### src/rtl/serial_par_1x8_pkg.sv
// Shared constants and state encoding for the 1-to-8 serial deserialiser.
// No logic here; imported by serial_par_1x8.
package serial_par_1x8_pkg;

    localparam int BYTE_W = 8;
    localparam logic [BYTE_W-1:0] COMMA_DEFAULT = 8'hBC;

    typedef enum logic [1:0] {
        SEARCH = 2'd0,
        ALIGN  = 2'd1,
        LOCKED = 2'd2
    } state_t;

    function automatic logic is_comma(input logic [BYTE_W-1:0] b, input logic [BYTE_W-1:0] comma);
        return b == comma;
    endfunction

endpackage

### src/rtl/serial_par_1x8.sv
// Comma-aligned 1-to-8 deserialiser; optional comma counter under SERPAR_BC_COUNT_EN.
// Byte registered on the edge sampling its last bit, held 8 edges; no backpressure (free-running link).
module serial_par_1x8
    import serial_par_1x8_pkg::*;
#(
    parameter logic [BYTE_W-1:0] COMMA         = COMMA_DEFAULT,
    parameter int unsigned       BC_LOCK_COUNT = 4
) (
    input  logic              clk_32f,
    input  logic              reset_L,
    input  logic              data_in,
    output logic [BYTE_W-1:0] data_out,
    output logic              valid_out,
    output logic              byte_strobe,
    output logic              active
`ifdef SERPAR_BC_COUNT_EN
    ,
    output logic [7:0]        bc_count
`endif
);

    localparam logic [2:0] LOCK_CNT = BC_LOCK_COUNT[2:0];

    state_t            state_q, state_d;
    logic [BYTE_W-1:0] shift_q;
    logic [2:0]        bit_cnt_q, bit_cnt_d;
    logic [2:0]        bc_cnt_q, bc_cnt_d;
    logic [BYTE_W-1:0] data_q, data_d;
    logic              valid_q, valid_d;
    logic              strobe_q, strobe_d;
    logic              active_q, active_d;

    logic [BYTE_W-1:0] new_byte;
    logic              byte_done;
    logic              comma_hit;
    logic [2:0]        bc_inc;

    assign new_byte  = {shift_q[BYTE_W-2:0], data_in};
    assign byte_done = (bit_cnt_q == 3'd7);
    assign comma_hit = is_comma(new_byte, COMMA);
    assign bc_inc    = bc_cnt_q + 3'd1;

`ifdef SERPAR_BC_COUNT_EN
    logic [7:0] bc_count_q, bc_count_d;
`endif

    always_comb begin
        state_d   = state_q;
        bit_cnt_d = bit_cnt_q + 3'd1;
        bc_cnt_d  = bc_cnt_q;
        data_d    = data_q;
        valid_d   = valid_q;
        strobe_d  = 1'b0;
        active_d  = active_q;
`ifdef SERPAR_BC_COUNT_EN
        bc_count_d = bc_count_q;
`endif
        case (state_q)
            SEARCH: begin
                // Any bit phase may hit; a hit defines the byte boundary.
                if (comma_hit) begin
                    bit_cnt_d = 3'd0;
                    bc_cnt_d  = 3'd1;
                    if (LOCK_CNT == 3'd1) begin
                        state_d  = LOCKED;
                        active_d = 1'b1;
                    end else begin
                        state_d = ALIGN;
                    end
                end
            end
            ALIGN: begin
                if (byte_done) begin
                    if (comma_hit) begin
                        bc_cnt_d = bc_inc;
                        if (bc_inc == LOCK_CNT) begin
                            state_d  = LOCKED;
                            active_d = 1'b1;
                        end
                    end else begin
                        state_d  = SEARCH;
                        bc_cnt_d = 3'd0;
                    end
                end
            end
            LOCKED: begin
                if (byte_done) begin
                    data_d   = new_byte;
                    valid_d  = !comma_hit;
                    strobe_d = 1'b1;
`ifdef SERPAR_BC_COUNT_EN
                    if (comma_hit && (bc_count_q != 8'hFF)) begin
                        bc_count_d = bc_count_q + 8'd1;
                    end
`endif
                end
            end
            default: begin
                state_d = SEARCH;
            end
        endcase
    end

    always_ff @(posedge clk_32f) begin
        if (!reset_L) begin
            state_q   <= SEARCH;
            shift_q   <= '0;
            bit_cnt_q <= 3'd0;
            bc_cnt_q  <= 3'd0;
            data_q    <= '0;
            valid_q   <= 1'b0;
            strobe_q  <= 1'b0;
            active_q  <= 1'b0;
`ifdef SERPAR_BC_COUNT_EN
            bc_count_q <= 8'd0;
`endif
        end else begin
            state_q   <= state_d;
            shift_q   <= new_byte;
            bit_cnt_q <= bit_cnt_d;
            bc_cnt_q  <= bc_cnt_d;
            data_q    <= data_d;
            valid_q   <= valid_d;
            strobe_q  <= strobe_d;
            active_q  <= active_d;
`ifdef SERPAR_BC_COUNT_EN
            bc_count_q <= bc_count_d;
`endif
        end
    end

    assign data_out    = data_q;
    assign valid_out   = valid_q;
    assign byte_strobe = strobe_q;
    assign active      = active_q;
`ifdef SERPAR_BC_COUNT_EN
    assign bc_count    = bc_count_q;
`endif

endmodule

### config.mk
export PLATFORM = sky130hd
export DESIGN_NAME = serial_par_1x8
export DESIGN_NICKNAME = d
export VERILOG_FILES = /design/src/rtl/serial_par_1x8_pkg.sv /design/src/rtl/serial_par_1x8.sv
export SDC_FILE = /design/constraint.sdc
export NUM_CORES = 1
export LEC_CHECK = 0
export ABC_AREA = 1
export BUFFER_PORTS_ARGS = -buffer_cell sky130_fd_sc_hd__buf_2
export CAP_MARGIN = 5
export CORE_ASPECT_RATIO = 1.75
export CORE_UTILIZATION = 45
export CTS_CLUSTER_DIAMETER = 60
export CTS_CLUSTER_SIZE = 16
export DETAILED_ROUTE_END_ITERATION = 16
export SETUP_SLACK_MARGIN = 0.15
export SLEW_MARGIN = 20
export SYNTH_ARGS = -nofsm -noshare
export SYNTH_HDL_FRONTEND = slang
export SYNTH_SLANG_ARGS = --single-unit
### constraint.sdc
create_clock -name clk_32f -period 2.55 [get_ports clk_32f]
set_input_delay 0.3825 -clock clk_32f [delete_from_list [all_inputs] [get_ports clk_32f]]
set_output_delay 0.3825 -clock clk_32f [all_outputs]
set_load 0.03 [all_outputs]
==> key figures <==
Setup path
  • Slowest cell delay on critical path: 0.40 ns
  • Setup Crit Path Kind: register to register
  • CP required: 2.71 ns
  • Crit path launch type: register
  • Worst reg2reg startpoint: bit_cnt_q[0]$_SDFF_PN0_
  • CP bufs+invs: 1
  • Category of cells accounting for the largest share of critical-path delay: adder cells
  • Critical Path Slowest Stage Cell: ha_1
  • Critical path startpoint: bit_cnt_q[0]$_SDFF_PN0_
  • Reg2reg path depth: 7
  • Worst-path fanout max: 12
  • Signal arrival time at the worst endpoint: 1.76 ns
  • Worst Setup End Kind: register
  • Critical path, cell by cell: ha_1, ha_1, nor2_1, inv_1, nand3_1, o21ai_0, nor2_1
  • Critical Path Stages: 7

Die
  • Overall die width: 39.22 um
  • Row Count: 23
  • Floorplan core area: 2302 um^2
  • Die boundary height: 67.14 um
  • Overall die area: 2633 um^2
  • Starting density of the core: 0.4739
  • Number of placed I/O pins: 14

Finish
  • Share of cells above drive strength 1: 0.1500
  • Synthesis-to-finish area growth: 11.47%
  • Net total in the final layout: 168
  • Utilization of the core after routing: 0.5283
  • Non-Filler Cell Area, Final: 1216 um^2
  • Ant diodes: 0

CTS
  • Clock edge transition at the registers on the reported setup and hold paths: 0.08 ns
  • Clock tree from TritonCTS: built
  • Post-CTS Repair Setup Buffers: 0
  • Root buffer cell: clkbuf_8
  • Clk sinks: 26
  • CTS H-tree lvls: 1
  • Max Root-Sink Buffers: 2
  • Hold buffer count at CTS: 0
  • Number of clock buffers inserted by TritonCTS: 3
  • Post-CTS Resized: 0
  • Clk Latency, worst-skew pair: 0.27 ns

Synth
  • Synth Area per Inst: 7.422 um^2
  • Xor and xnor area share after synthesis: 0
  • Synthesized flop and latch total: 26
  • Main flop type after synthesis: dfxtp_1
  • Proportion of register bits with asynchronous set or reset after synthesis: 0
  • Combinational family with the most area after synthesis: simple AND/OR/NAND/NOR gates
  • Top cell type's share of synthesized area: 0.4771
  • Fraction of the mapped netlist area in adder cells: 0.04587
  • Post-Syn Instances: 147
  • Combined area of all synthesized cells: 1091 um^2
  • Number of unique standard cell types used by synthesis: 18
  • Area share of and/or/nand/nor cells after synthesis: 0.2890
  • Proportion of synthesized chip area in sequential cells: 0.4771
  • Most instantiated library cell after synthesis: nand2_1
  • Mux contribution to synthesized area: 0
  • List of most frequent post-synthesis cells: nand2_1, inv_1, dfxtp_1
  • Synth Warn #: 0
  • Number of enable flip-flop cells after synthesis: 0
  • Net count after synthesis: 154
  • Area fraction in compound gates after synthesis: 0.06766
  • Cell accounting for the most synthesized area: dfxtp_1
  • Main area contributors after synthesis: dfxtp_1, nand2_1, inv_1

Power and ir drop
  • Power density of the placed cells: 571.5 nW/um^2
  • Worst IR Drop VDD: 311.1 uV
  • Total power consumption of the routed design: 0.6950 mW
  • Leakage dissipation: 0.6065 nW

STA
  • Count of final max-slew check failures: 0
  • Fmax: 625.0 MHz
  • Unrepaired setup endpoints after global routing: no
  • Setup-violating endpoint count in the final report: 0
  • Final clock period utilization by the worst path: 0.6275
  • Total negative slack: 0 ns
  • Final Hold Vio Count: 0
  • Worst rel slew slack: 0.7214
  • Post-route clock skew: 0.002465 ns
  • Fin crit period: 1.600 ns
  • Actual slew at the worst max-slew pin: 0.4179 ns

Placement
  • Estimated wirelength of the detail-placed design: 1429 um
  • Final GP Congestion: 0.7275
  • Post-placement cell area: 1161 um^2
  • Count of input and output buffers: 13

Global route
  • Antenna violations before repair: 0
  • Total grt overflow: 0
  • Maximum number of pins on one net before global-route repair: 15
  • Wire length of the first global-routing pass: 3132 um
  • Global router's overall resource usage: 0.1685
  • Vias in the first global route: 717

Detailed routing
  • DR vias/cell: 4.714
  • Post-DRT Antenna Nets: 0
  • Routed wirelength normalized by instance count: 10.42 um
  • Initial DRT Pass Iterations: 4
  • DRT iter0 DRCs: 18
  • WL final: 1927 um
  • DRC viols: 0
  • Via count: 872

Min path
  • Worst hold path cell count: 3
  • Worst min-delay path startpoint: data_in
  • Tightest Hold Check Type: input port to register

Job
  • Max cap viols: 0

Outcome
  • Status: complete, no violations
[registers in the layout (all words and copies together) (netlist names)]
name         cells
data_out         8
shift_q          7
byte_strobe      1
valid_out        1
bit_cnt_q        3
state_q          2
active           1
bc_cnt_q         3
[kinds of logic after synthesis]
family | after synthesis
buf+inv | 32
compound gates | 14
fa+ha+maj | 4
flops | 26
simple gates | 71
[worst min-delay path, delay by kind of cell]
family | cells | cell delay [ns]
buffers and inverters | 2 | 0.16
and+or+nand+nor | 1 | 0.05
[final timing paths]
kind | to | slack (ns)
setup / recovery | bc_cnt_q[0]$_SDFFE_PN0P_ | 0.95
hold / removal | shift_q[0]$_SDFF_PN0_ | 0.35
setup reg to reg | bc_cnt_q[0]$_SDFFE_PN0P_ | 0.95
hold reg to reg | bit_cnt_q[0]$_SDFF_PN0_ | 0.43
[cell usage in the layout, fill, tap and decap left out, types with 2 or more instances in the layout]
cell type	synthesis	final
clkbuf_8	0	4
buf_2	0	13
nand3_1	15	15
dfxtp_1	26	26
nand2_1	36	36
ha_1	4	4
nand2_2	2	2
nor2_4	2	2
nor2_1	12	12
a21oi_1	11	11
nand4_1	3	3
o21ai_0	2	2
inv_1	27	27
[through the flow]
stage | instances | hold WS, ns | setup slack [ns]
detailed placement | 181 | 0.4349 | 0.9407
global placement | 181 | 0.4058 | 1.025
CTS | 185 | 0.3469 | 0.9287
finish | 185 | 0.3477 | 0.9499
floorplan | 147 | 0.3992 | 1.313
global route | 185 | 0.3899 | 0.7695
[routing by layer]
layer,vias to the layer above,global-route usage,part of all wire
met1,382,0.2058,0.45
met5,-,0,0
met3,4,0.01974,0.017
li1,474,-,-
met4,0,0.09052,0.018
met2,12,0.2771,0.52
[layout make-up]
cell class,count,area [um^2]
Fill cell,247,1086
Sequential cell,26,520.5
Multi-Input combinational cell,89,439.2
Inverter,28,105.1
Timing Repair Buffer,13,65.06
Clock buffer,4,55.05
Tap cell,25,31.28
[report_power, final]
part,internal (mW),switching (mW)
sequential,0.412,0.00346
clock,0.138,0.122
combinational,0.00612,0.0134
(Power assumes the default switching activity.)
